`src/rtl/fetch_queue_pkg.sv`:
```
// Shared widths, default depth and the entry layout for the fetch queue.
package fetch_queue_pkg;
  localparam int ADDR_WIDTH        = 32;
  localparam int INST_WIDTH        = 32;
  localparam int FETCH_QUEUE_DEPTH = 8;

  typedef struct packed {
    logic [ADDR_WIDTH-1:0] pc;
    logic [INST_WIDTH-1:0] inst;
  } FetchEntry_t;
endpackage

```
`src/rtl/fetch_queue_if.sv`:
```
// Fetch-return and decode-side signals of the fetch queue; the queue is the slave.
interface fetch_queue_if
  import fetch_queue_pkg::*;
#(
  parameter int DEPTH = FETCH_QUEUE_DEPTH
);
  localparam int PTR = $clog2(DEPTH);

  logic                  flush_;
  logic                  inst_e_;
  logic [ADDR_WIDTH-1:0] inst_pc;
  logic [INST_WIDTH-1:0] inst;
  logic                  inst_invalid;
  logic                  fetch_stall_;
  logic                  dec_stall_;
  logic                  dec_e_;
  logic [ADDR_WIDTH-1:0] dec_pc;
  logic [INST_WIDTH-1:0] dec_inst;
  logic [PTR:0]          count;

  modport master (
    output flush_, inst_e_, inst_pc, inst, inst_invalid, dec_stall_,
    input  fetch_stall_, dec_e_, dec_pc, dec_inst, count
  );

  modport slave (
    input  flush_, inst_e_, inst_pc, inst, inst_invalid, dec_stall_,
    output fetch_stall_, dec_e_, dec_pc, dec_inst, count
  );
endinterface

```
`src/rtl/fetch_queue_storage.sv`:
```
// fq_storage: DEPTH-entry register file, one write port, asynchronous read port.
module fq_storage
  import fetch_queue_pkg::*;
#(
  parameter int DEPTH = FETCH_QUEUE_DEPTH,
  parameter int PTR   = $clog2(DEPTH)
) (
  input  logic        clk,
  input  logic        we,
  input  logic [PTR-1:0] waddr,
  input  FetchEntry_t wdata,
  input  logic [PTR-1:0] raddr,
  output FetchEntry_t rdata
);
  FetchEntry_t mem [DEPTH];

  // Contents are qualified by the queue's count, so no reset is needed here.
  always_ff @(posedge clk) begin
    if (we) mem[waddr] <= wdata;
  end

  assign rdata = mem[raddr];
endmodule

```
`src/rtl/fetch_queue.sv`:
```
// Instruction buffer between fetch return and decode; flushable, with registered
// fetch backpressure. Optional same-cycle bypass when built with FETCH_QUEUE_BYPASS_EN.
module fetch_queue
  import fetch_queue_pkg::*;
#(
  parameter int DEPTH = FETCH_QUEUE_DEPTH,
  parameter int SKID  = 2
) (
  input logic         clk,
  input logic         reset_,
  fetch_queue_if.slave fq
);
  localparam int PTR = $clog2(DEPTH);
  localparam logic [PTR:0] DEPTH_C = (PTR+1)'(DEPTH);
  localparam logic [PTR:0] SKID_C  = (PTR+1)'(SKID);

  logic [PTR-1:0] rd_ptr, wr_ptr;
  logic [PTR:0]   count, count_next;
  logic           fetch_stall_q;
  logic           push_req, push, pop, byp_vis, byp_hit;
  FetchEntry_t    wdata, rdata;

  assign push_req = !fq.inst_e_ && !fq.inst_invalid && fq.flush_;
  assign pop      = (count != '0) && fq.dec_stall_ && fq.flush_;

`ifdef FETCH_QUEUE_BYPASS_EN
  // Empty queue: the incoming entry goes straight to decode and is only
  // written if decode does not take it this cycle.
  assign byp_vis = (count == '0) && push_req;
  assign byp_hit = byp_vis && fq.dec_stall_;
`else
  assign byp_vis = 1'b0;
  assign byp_hit = 1'b0;
`endif

  assign push = push_req && !byp_hit && ((count != DEPTH_C) || pop);

  always_comb begin
    count_next = count;
    if (!fq.flush_) count_next = '0;
    else            count_next = count + {{PTR{1'b0}}, push} - {{PTR{1'b0}}, pop};
  end

  always_ff @(posedge clk or negedge reset_) begin
    if (!reset_) begin
      rd_ptr        <= '0;
      wr_ptr        <= '0;
      count         <= '0;
      fetch_stall_q <= 1'b1;
    end else begin
      if (!fq.flush_) begin
        rd_ptr <= '0;
        wr_ptr <= '0;
      end else begin
        if (push) wr_ptr <= wr_ptr + 1'b1;
        if (pop)  rd_ptr <= rd_ptr + 1'b1;
      end
      count         <= count_next;
      fetch_stall_q <= !((DEPTH_C - count_next) <= SKID_C);
    end
  end

  assign wdata.pc   = fq.inst_pc;
  assign wdata.inst = fq.inst;

  fq_storage #(.DEPTH(DEPTH), .PTR(PTR)) u_storage (
    .clk   (clk),
    .we    (push),
    .waddr (wr_ptr),
    .wdata (wdata),
    .raddr (rd_ptr),
    .rdata (rdata)
  );

  // Head is zeroed while empty so unreset storage never leaks to decode.
  always_comb begin
    fq.dec_e_   = (count == '0);
    fq.dec_pc   = '0;
    fq.dec_inst = '0;
    if (count != '0) begin
      fq.dec_pc   = rdata.pc;
      fq.dec_inst = rdata.inst;
    end else if (byp_vis) begin
      fq.dec_e_   = 1'b0;
      fq.dec_pc   = fq.inst_pc;
      fq.dec_inst = fq.inst;
    end
  end

  assign fq.fetch_stall_ = fetch_stall_q;
  assign fq.count        = count;

  a_count_bound: assert property (@(posedge clk) disable iff (!reset_) count <= DEPTH_C);
endmodule
```
`src/flat_wrapper.sv`:
```
// flat-port wrapper written by rule: the top's interface ports become plain ports
module fetch_queue_flat import fetch_queue_pkg::*;
#(
  parameter int DEPTH = FETCH_QUEUE_DEPTH,
  parameter int SKID  = 2
)
  (clk, reset_, fq_flush_, fq_inst_e_, fq_inst_pc, fq_inst, fq_inst_invalid, fq_dec_stall_, fq_fetch_stall_, fq_dec_e_, fq_dec_pc, fq_dec_inst, fq_count);
  fetch_queue_if #(.DEPTH(DEPTH)) fq_i ();
  input logic clk;
  input logic reset_;
  input wire logic [$bits(fq_i.flush_)-1:0] fq_flush_;
  input wire logic [$bits(fq_i.inst_e_)-1:0] fq_inst_e_;
  input wire logic [$bits(fq_i.inst_pc)-1:0] fq_inst_pc;
  input wire logic [$bits(fq_i.inst)-1:0] fq_inst;
  input wire logic [$bits(fq_i.inst_invalid)-1:0] fq_inst_invalid;
  input wire logic [$bits(fq_i.dec_stall_)-1:0] fq_dec_stall_;
  output wire logic [$bits(fq_i.fetch_stall_)-1:0] fq_fetch_stall_;
  output wire logic [$bits(fq_i.dec_e_)-1:0] fq_dec_e_;
  output wire logic [$bits(fq_i.dec_pc)-1:0] fq_dec_pc;
  output wire logic [$bits(fq_i.dec_inst)-1:0] fq_dec_inst;
  output wire logic [$bits(fq_i.count)-1:0] fq_count;
  assign fq_i.flush_ = fq_flush_;
  assign fq_i.inst_e_ = fq_inst_e_;
  assign fq_i.inst_pc = fq_inst_pc;
  assign fq_i.inst = fq_inst;
  assign fq_i.inst_invalid = fq_inst_invalid;
  assign fq_i.dec_stall_ = fq_dec_stall_;
  assign fq_fetch_stall_ = fq_i.fetch_stall_;
  assign fq_dec_e_ = fq_i.dec_e_;
  assign fq_dec_pc = fq_i.dec_pc;
  assign fq_dec_inst = fq_i.dec_inst;
  assign fq_count = fq_i.count;
  fetch_queue #(.DEPTH(DEPTH), .SKID(SKID)) u_core (.clk(clk), .reset_(reset_), .fq(fq_i));
endmodule
```
`config.mk`:
```
export PLATFORM = sky130hd
export DESIGN_NAME = fetch_queue_flat
export DESIGN_NICKNAME = d
export VERILOG_FILES = /design/src/rtl/fetch_queue_pkg.sv /design/src/rtl/fetch_queue_if.sv /design/src/rtl/fetch_queue_storage.sv /design/src/rtl/fetch_queue.sv /design/src/flat_wrapper.sv
export SDC_FILE = /design/constraint.sdc
export NUM_CORES = 1
export LEC_CHECK = 0
export CAP_MARGIN = 20
export CORE_MARGIN = 2
export CORE_UTILIZATION = 66
export CTS_BUF_LIST = sky130_fd_sc_hd__clkbuf_8
export CTS_CLUSTER_DIAMETER = 30
export DETAILED_ROUTE_END_ITERATION = 8
export GPL_ROUTABILITY_DRIVEN = 0
export PLACE_DENSITY = 0.91
export SETUP_SLACK_MARGIN = 0.4
export SLEW_MARGIN = 20
export SYNTH_ARGS = -nofsm -noshare
export SYNTH_HDL_FRONTEND = slang
export SYNTH_SLANG_ARGS = --single-unit
```
`constraint.sdc`:
```
create_clock -name clk -period 15.8 [get_ports clk]
set_input_delay 3.95 -clock clk [delete_from_list [all_inputs] [get_ports clk]]
set_output_delay 3.95 -clock clk [all_outputs]
set_load 0.005 [all_outputs]
```
==> metrics.yaml, run 1 <==
path_cells: "buf_4, buf_4, mux4_2, mux2i_1, nor2_1, clkdlybuf4s50_1"
ctsRootBufferMaster: "clkbuf_8"
worst_pin_slew_ns: 1.13
endpoint: "fq_dec_pc[30]"
relSlewSlack: 0.249
grt_pass1_vias: 10400
cp.arrival_ns: 4.20
multi_input_area_sq_mm: 0.00428
htreeDepth: 3
ys.flop_type: "edfxtp_1"
crit_path_end_kind: "output pin"
fp.dieH_um: 179
grt_max_degree: 69
synth_top_area_frac: 0.761
critical_path_class: "reg2out"
wire_per_inst_um: 27.0
overflow: 0
drc: 0
pin_count: 140
post-place-ws_ns: 8.25
grt_usage: 0.273
synth_area_leaders: "edfxtp_1, mux4_2, mux2i_1"
start_util: 0.666
fillers: 1409
synthArstFlopShare: 0.0210
final_nets: 1177
cts_resized: 0
area_growth_pct: 18.5
synth_cells: 892
crit_path_frequent_cell: "buf_4"
synth_cell_type_count: 37
drive_gt1_frac: 0.252
cts_max_path_buffers: 3
die_area_sq_mm: 0.0320
ys_ff_latch: 523
synth_fp_nets: 973
ff2ff_path_depth: 13
post-dp-hpwl_mm: 21.5
synth_top_area_cell: "edfxtp_1"
yosysMostFrequentCell: "edfxtp_1"
postCtsSetupRepairBufs: 0
skew_ns: 0.0364
cp.required_ns: 11.85
setup_tns_ns: 0
drt_iter0_drc: 1017
drv_cap: 0
fin_area_sq_mm: 0.0240
fmax_mhz: 123
setup_violations: 0
r2r_start: "u_core.fq.count[2]"
viasPerCell: 6.31
ant_nets: 0
clk_pin_slew_ns: 0.06
worstSetupStartpoint: "u_core.rd_ptr[0]"
synth_edf_count: 512
placementRows: 64
finalHoldViolCount: 0
critPathMaxStageDelay_ns: 0.77
startpoint_type: "register"
vias: 9901
cts_buffers: 92
grt_pass1_wl_mm: 62.3
p_per_area_mw_per_mm2: 155
core_sq_mm: 0.0303
dr.pass1.iters: 7
cts_sinks: 523
cp_max_fo: 34
rrSetupSlack_ns: 12.47
antenna_found_initial: 1
worst_ir_drop_vdd_v: 0.000103
period_needed_ns: 8.15
yosysWarningCount: 0
wl_mm: 42.4
placed_area_sq_mm: 0.0220
holdWs_ns: 0.642
cp_slowest_cell: "dfrtp_4"
io_buffers: 139
setup_ws_ns: 7.65
syn_avg_cell_area_sq_um: 22.7
cts_tree: "yes"
finalPower_mw: 3.70
status: "complete, no violations"
hold_path.class: "reg2reg"
path_buf_inv: 3
ys_seq_area_frac: 0.774
r2r-end: "u_core.fq.fetch_stall_"
die_w_um: 179
clk_latency_ns: 0.63
crit_cells: 6
finalCritPeriodShare: 0.516
grt_setup_unrepaired: "false"
power.leakage_nw: 7.54
regArea_sq_mm: 0.0157
netlist_top_cells_count: "edfxtp_1, mux4_2, nor2_1"
netlist_area_sq_mm: 0.0202
holdBufCountCts: 0
crit_family: "buffers and inverters"
maxSlewViolCount: 0
==> flip-flops by register name, summed over array words and instances, names as in the netlist <==
signal,cells
u_core.rd_ptr,3
u_core.u_storage.mem,512
u_core.fq.fetch_stall_,1
u_core.wr_ptr,3
u_core.fq.count,4
==> worst reg2reg max path: cells and delay by family (launching register included) <==
kind | cells | cell delay [ns]
buffers and inverters | 2 | 0.16
and+or+nand+nor | 5 | 0.90
adders and majority gates | 5 | 1.52
muxes | 1 | 0.30
DFF | 1 | 0.39
==> through the flow <==
step                std cells   util
floorplan                 892      -
global placement         1398  0.724
detailed placement       1398  0.724
CTS                      1569  0.789
global route             1570  0.789
finish                   1570  0.789
==> worst min-delay path by stage <==
| stage | endpoint | cells past startpoint | from | slack (ns) |
|---|---|---|---|---|
| 6_report | u_core.wr_ptr[0] | 2 | u_core.wr_ptr[0] | 0.64 |
| 3_5_place_dp | u_core.wr_ptr[0] | 2 | u_core.wr_ptr[0] | 0.60 |
| 2_1_floorplan | u_core.wr_ptr[2] | 1 | u_core.wr_ptr[2] | 0.52 |
| 5_1_grt | u_core.wr_ptr[0] | 2 | u_core.wr_ptr[0] | 0.66 |
| 4_1_cts | u_core.wr_ptr[0] | 2 | u_core.wr_ptr[0] | 0.63 |
| 3_3_place_gp | u_core.wr_ptr[0] | 2 | u_core.wr_ptr[0] | 0.57 |
==> layout by cell type (no fill, tap or decap), drive strengths merged, types with 2 or more instances in the layout <==
| cell | n |
|---|---|
| and2 | 3 |
| buf | 14 |
| bufinv | 11 |
| clkbuf | 95 |
| clkdlybuf4s50 | 139 |
| clkinv | 35 |
| clkinvlp | 9 |
| dfrtp | 10 |
| edfxtp | 512 |
| ha | 10 |
| inv | 30 |
| mux2i | 67 |
| mux4 | 128 |
| nand2 | 9 |
| nand2b | 5 |
| nand3 | 3 |
| nor2 | 71 |
| nor2b | 2 |
| nor3 | 2 |
| o21ai | 2 |
| or3b | 2 |
| xnor2 | 3 |
==> cell type report <==
| cell class | instances | share of cell area |
|---|---|---|
| tap | 396 | 0.0207 |
| antenna | 1 | 0.000104 |
| clock inverter | 76 | 0.0279 |
| clock buffer | 95 | 0.0546 |
| timing repair buffer | 153 | 0.0625 |
| multi-input combinational | 317 | 0.179 |
| sequential | 523 | 0.654 |
| inverter | 9 | 0.00141 |
==> cell families (layout without fill, tap and decap cells) <==
family / count (synthesis) / count (layout) / synth area share
DFF: 523 / 523 / 0.774
muxes: 196 / 196 / 0.176
and+or+nand+nor: 100 / 100 / 0.0214
buffers and inverters: 52 / 333 / 0.0165
adders and majority gates: 11 / 11 / 0.00718
AOI/OAI and AO/OA: 6 / 6 / 0.00254
xor gates and xnor gates: 4 / 4 / 0.00173
other: 0 / 1 / 0
==> report_power, final <==
group	total, mW	internal, mW	switching [mW]
clock	1.32	0.751	0.567
combinational	0.800	0.443	0.357
sequential	1.58	1.55	0.0386
total	3.70	2.74	0.962
==> per-layer routing <==
layer,share of wire,track usage
met4,0.024,0.0993
met3,0.075,0.0543
met5,0,0
met2,0.53,0.455
met1,0.37,0.364
Note: power is estimated with default switching activity, not from simulation.
==> run 2, diff against run 1 <==
--- a/config.mk
+++ b/config.mk
@@ -7,12 +7,12 @@
 export LEC_CHECK = 0
 export CAP_MARGIN = 20
 export CORE_MARGIN = 2
-export CORE_UTILIZATION = 66
+export CORE_UTILIZATION = 55
 export CTS_BUF_LIST = sky130_fd_sc_hd__clkbuf_8
 export CTS_CLUSTER_DIAMETER = 30
 export DETAILED_ROUTE_END_ITERATION = 8
 export GPL_ROUTABILITY_DRIVEN = 0
-export PLACE_DENSITY = 0.91
+export PLACE_DENSITY = 0.81
 export SETUP_SLACK_MARGIN = 0.4
 export SLEW_MARGIN = 20
 export SYNTH_ARGS = -nofsm -noshare
==> constraint.sdc (replaced) <==
create_clock -name clk -period 6.7 [get_ports clk]
set_input_delay 1.675 -clock clk [delete_from_list [all_inputs] [get_ports clk]]
set_output_delay 1.675 -clock clk [all_outputs]
set_load 0.005 [all_outputs]
==> run 2 against run 1 <==
Via count is 4.6% lower. Global-route usage decreased by 6.4 points. Clock skew shrank 0.021 ns. Utilization shrank 12 points.
==> metrics.yaml, run 2 (same netlist as run 1, synthesis figures left out) <==
status: "complete, no violations"
largest_reg_flops: 512
io_buffers: 139
cts_tree: "yes"
viasPerCell: 5.71
multi_input_area_sq_mm: 0.00430
ctsRootBufferMaster: "clkbuf_8"
drc: 0
dr.pass1.iters: 5
grt_setup_unrepaired: "false"
final_cell_mix: "edfxtp_1, clkdlybuf4s50_1, mux4_2"
hold_path.class: "reg2reg"
post-dp-hpwl_mm: 21.2
p_per_area_mw_per_mm2: 360
pwr-share-seq: 0.428
antenna_found_initial: 4
worst_ir_drop_vdd_v: 0.000157
internal_power_mw: 6.54
cp_max_fo: 40
fillers: 2296
wire_per_inst_um: 23.4
cp_slowest_cell: "inv_2"
critPathMaxStageDelay_ns: 0.68
placementRows: 70
cp.required_ns: 5.03
period_needed_ns: 5.08
drv_cap: 0
area_growth_pct: 19.8
cts_max_path_buffers: 3
path_cells: "inv_1, ha_1, or3b_4, inv_2, buf_4, nor2_1, clkdlybuf4s50_1"
die_w_um: 196
crit_path_end_kind: "output pin"
drive_gt1_frac: 0.260
holdBufCountCts: 0
htreeDepth: 3
regMostFlops: "u_core.u_storage.mem"
path_buf_inv: 4
start_util: 0.555
combPwrFrac: 0.215
reg_top3: "u_core.u_storage.mem (512), u_core.fq.count (4)"
pin_count: 140
wl_mm: 38.7
switching_share: 0.249
startpoint_type: "register"
finalHoldViolCount: 0
clk_pin_slew_ns: 0.05
ant_nets: 0
relSlewSlack: 0.337
setup_tns_ns: 0
grt_pass1_wl_mm: 59.8
cts_resized: 0
core_sq_mm: 0.0364
regArea_sq_mm: 0.0157
postCtsSetupRepairBufs: 0
fmax_mhz: 197
fp.dieH_um: 196
vias: 9449
skew_ns: 0.0154
cts_sinks: 523
power_switching_mw: 2.17
die_area_sq_mm: 0.0383
overflow: 0
grt_usage: 0.209
final_core_util: 0.664
grt_max_degree: 66
grt_pass1_vias: 10300
cp.arrival_ns: 3.40
drt_iter0_drc: 624
maxSlewViolCount: 0
power.leakage_nw: 7.63
finalCritPeriodShare: 0.758
crit_family: "buffers and inverters"
worst_pin_slew_ns: 0.995
pwr-share-clk: 0.357
setup_violations: 0
critical_path_class: "reg2out"
clk_latency_ns: 0.60
cts_buffers: 95
final_common_cell: "edfxtp_1"
final_nets: 1189
-- run 2: final cells by class --
| type | count | area share |
|---|---|---|
| Clock buffer | 98 | 0.0557 |
| Antenna cell | 2 | 0.000207 |
| Clock inverter | 75 | 0.0278 |
| Tap cell | 468 | 0.0242 |
| Sequential cell | 523 | 0.647 |
| Timing Repair Buffer | 162 | 0.0662 |
| Multi-Input combinational cell | 317 | 0.178 |
| Inverter | 9 | 0.00140 |
-- run 2: power by group through the flow --
stage	clock, mW	combinational (mW)	sequential [mW]
final	3.11	1.87	3.73
after global routing	3.32	2.03	3.74
after CTS	3.17	1.92	3.73
after detailed placement	0	1.90	3.80
after global placement	0	1.88	3.80
after floorplan	0	1.21	3.73
-- run 2: metrics by stage --
| stage | cell area (sq um) | total power, mW | hold slack (ns) | setup WS [ns] | cells |
|---|---|---|---|---|---|
| after detailed placement | 22200 | 5.70 | 0.591 | 1.76 | 1479 |
| final | 24200 | 8.71 | 0.600 | 1.62 | 1654 |
| after global routing | 24200 | 9.09 | 0.638 | 1.40 | 1653 |
| after floorplan | 20200 | 4.94 | 0.545 | 1.07 | 892 |
| after CTS | 24200 | 8.82 | 0.598 | 1.55 | 1652 |
| after global placement | 22200 | 5.68 | 0.590 | 1.82 | 1479 |
-- run 2: metal layers --
| metal | track usage | up-vias | wire, um |
|---|---|---|---|
| met5 | 0 | - | 24 |
| met2 | 0.365 | 267 | 20300 |
| met4 | 0.0570 | 4 | 578 |
| met3 | 0.0471 | 48 | 2210 |
| li1 | - | 4144 | - |
| met1 | 0.269 | 4986 | 15600 |
-- run 2: worst reg2reg max path, stage by stage (launching register included) --
cell,delay (ns)
dfrtp_1,0.37
inv_1,0.10
ha_1,0.18
or3b_4,0.42
and3_1,0.20
ha_1,0.27
inv_1,0.04
ha_1,0.20
fa_1,0.51
nand2_1,0.11
ha_1,0.19
nor3b_1,0.23
nand4_1,0.12
mux2_2,0.29
-- run 2: final timing paths --
kind | cells past startpoint | start | slack, ns | to
worst max register to register | 13 | u_core.fq.count[2] | 3.39 | u_core.fq.fetch_stall_
worst min-delay path | 2 | u_core.wr_ptr[0] | 0.60 | u_core.wr_ptr[0]
max in group asynchronous | 1 | reset_ | 4.86 | u_core.rd_ptr[0]
worst min register to register | 2 | u_core.wr_ptr[0] | 0.60 | u_core.wr_ptr[0]
min in group asynchronous | 1 | reset_ | 1.43 | u_core.fq.count[3]
worst max-delay path | 7 | u_core.fq.count[2] | 1.62 | fq_dec_inst[6]
==> run 3, diff against run 2 <==
==> constraint.sdc (replaced) <==
create_clock -name clk -period 4.1 [get_ports clk]
set_input_delay 1.025 -clock clk [delete_from_list [all_inputs] [get_ports clk]]
set_output_delay 1.025 -clock clk [all_outputs]
set_load 0.005 [all_outputs]
==> run 3 against run 2 <==
Design area grew 4.8%. Setup slack got worse by 1.3 ns. Power increased by 73%. Utilization is 3.2 points higher. Largest cell class unchanged.
==> metrics.yaml, run 3 (same netlist as run 1, synthesis figures left out) <==
wl_mm: 44.6
setup_violations: 0
fin_cells: 1703
dp_cells: 1493
cts_buffers: 92
start_util: 0.555
power.leakage_nw: 8.58
finalHoldViolCount: 0
vias: 9950
relSlewSlack: 0.660
area_growth_pct: 25.6
cts_max_path_buffers: 3
core_sq_mm: 0.0364
final_nets: 1243
final_core_util: 0.697
final_cell_mix: "edfxtp_1, mux4_2, clkdlybuf4s50_1"
die_w_um: 196
wire_per_inst_um: 26.2
crit_path_end_kind: "output pin"
drc: 0
drv_cap: 0
fillers: 2088
htreeDepth: 3
startpoint_type: "register"
grt_setup_unrepaired: "true"
ant_nets: 0
grt_pass1_vias: 10200
finalPower_mw: 15.0
clk_pin_slew_ns: 0.05
drt_iter0_drc: 856
die_area_sq_mm: 0.0383
maxSlewViolCount: 0
viasPerCell: 5.84
cp.required_ns: 3.07
ctsRootBufferMaster: "clkbuf_8"
cts_sinks: 523
worst_ir_drop_vdd_v: 0.000300
grt_max_degree: 65
reg_top3: "u_core.u_storage.mem (512), u_core.fq.count (4)"
placed_area_sq_mm: 0.0226
io_buffers: 139
fp.dieH_um: 196
grt_usage: 0.221
worst_pin_slew_ns: 0.509
skew_ns: 0.0346
cts_tree: "yes"
status: "complete, no violations"
critical_path_class: "reg2out"
largest_reg_flops: 512
fmax_mhz: 266
regMostFlops: "u_core.u_storage.mem"
p_per_area_mw_per_mm2: 592
antenna_found_initial: 7
pin_count: 140
cp.arrival_ns: 2.73
hold_path.class: "reg2reg"
fin_area_sq_mm: 0.0254
cp_max_fo: 7
finalCritPeriodShare: 0.916
post-dp-hpwl_mm: 22.2
placementRows: 70
final_common_cell: "edfxtp_1"
period_needed_ns: 3.76
setup_tns_ns: 0
clk_latency_ns: 0.65
dr.pass1.iters: 5
holdBufCountCts: 0
overflow: 0
drive_gt1_frac: 0.309
grt_pass1_wl_mm: 61.8
run 3: changes by cell type in the layout (fill, tap and decap cells not counted), moves of 9 or more:
cell | previous run | this run
mux2i_1 | 67 | 49
buf_4 | 20 | 30
clkdlybuf4s50_1 | 139 | 105
buf_16 | 0 | 9
buf_12 | 3 | 27
dlymetal6s2s_1 | 0 | 34
mux2i_2 | 0 | 12
run 3: final cells by class:
| type | instances | area (sq um) | area share |
|---|---|---|---|
| diodes | 3 | 7.51 | 0.000296 |
| clock buffers | 93 | 1280 | 0.0504 |
| clock inverters | 71 | 568 | 0.0224 |
| inverters | 9 | 46.3 | 0.00182 |
| multi-input cells | 317 | 4440 | 0.175 |
| flip-flops and latches | 523 | 15700 | 0.617 |
| well taps | 468 | 586 | 0.0231 |
| repair buffers | 219 | 2790 | 0.110 |
run 3: metrics by stage:
step,setup slack (ns),hold WS [ns]
after global routing,0.247,0.649
after floorplan,0.158,0.569
final,0.343,0.619
after CTS,0.295,0.613
after global placement,0.424,0.590
after detailed placement,0.362,0.603
run 3: critical path, stage by stage (launching register included):
cell and delay (ns):
dfrtp_4 0.46, buf_12 0.19, buf_16 0.15, mux4_2 0.53, mux2i_2 0.21, nor2_1 0.08, clkdlybuf4s50_1 0.47
run 3: path summary, 6_finish.rpt:
| check | startpoint | end | slack [ns] | depth (start not counted) |
|---|---|---|---|---|
| min in group asynchronous | reset_ | u_core.fq.count[0] | 0.74 | 1 |
| min reg2reg | u_core.wr_ptr[0] | u_core.wr_ptr[0] | 0.62 | 2 |
| min | u_core.wr_ptr[0] | u_core.wr_ptr[0] | 0.62 | 2 |
| max | u_core.rd_ptr[0] | fq_dec_pc[3] | 0.34 | 6 |
| max in group asynchronous | reset_ | u_core.rd_ptr[0] | 2.97 | 1 |
| max reg2reg | u_core.fq.count[2] | u_core.fq.fetch_stall_ | 0.82 | 13 |
run 3: report_power, final:
part           leakage, nW  switching [mW]  internal, mW
Clock                 1.00            2.13          2.66
Sequential            4.75          0.0580          5.96
Combinational         2.82            1.78          2.45
run 3: repair_timing:
| action | CTS | global route |
|---|---|---|
| gates cloned | 4 | 8 |
| endpoints found under the setup margin | 64 | 65 |
| gates resized for setup | 25 | 65 |
| buffers inserted | 4 | 27 |
run 3: metal layers:
metal	vias to the layer above	track usage	wire length [um]
met4	8	0.0867	814
met1	5200	0.284	16800
met5	-	0	52
li1	4264	-	-
met3	64	0.0540	3100
met2	414	0.369	23900
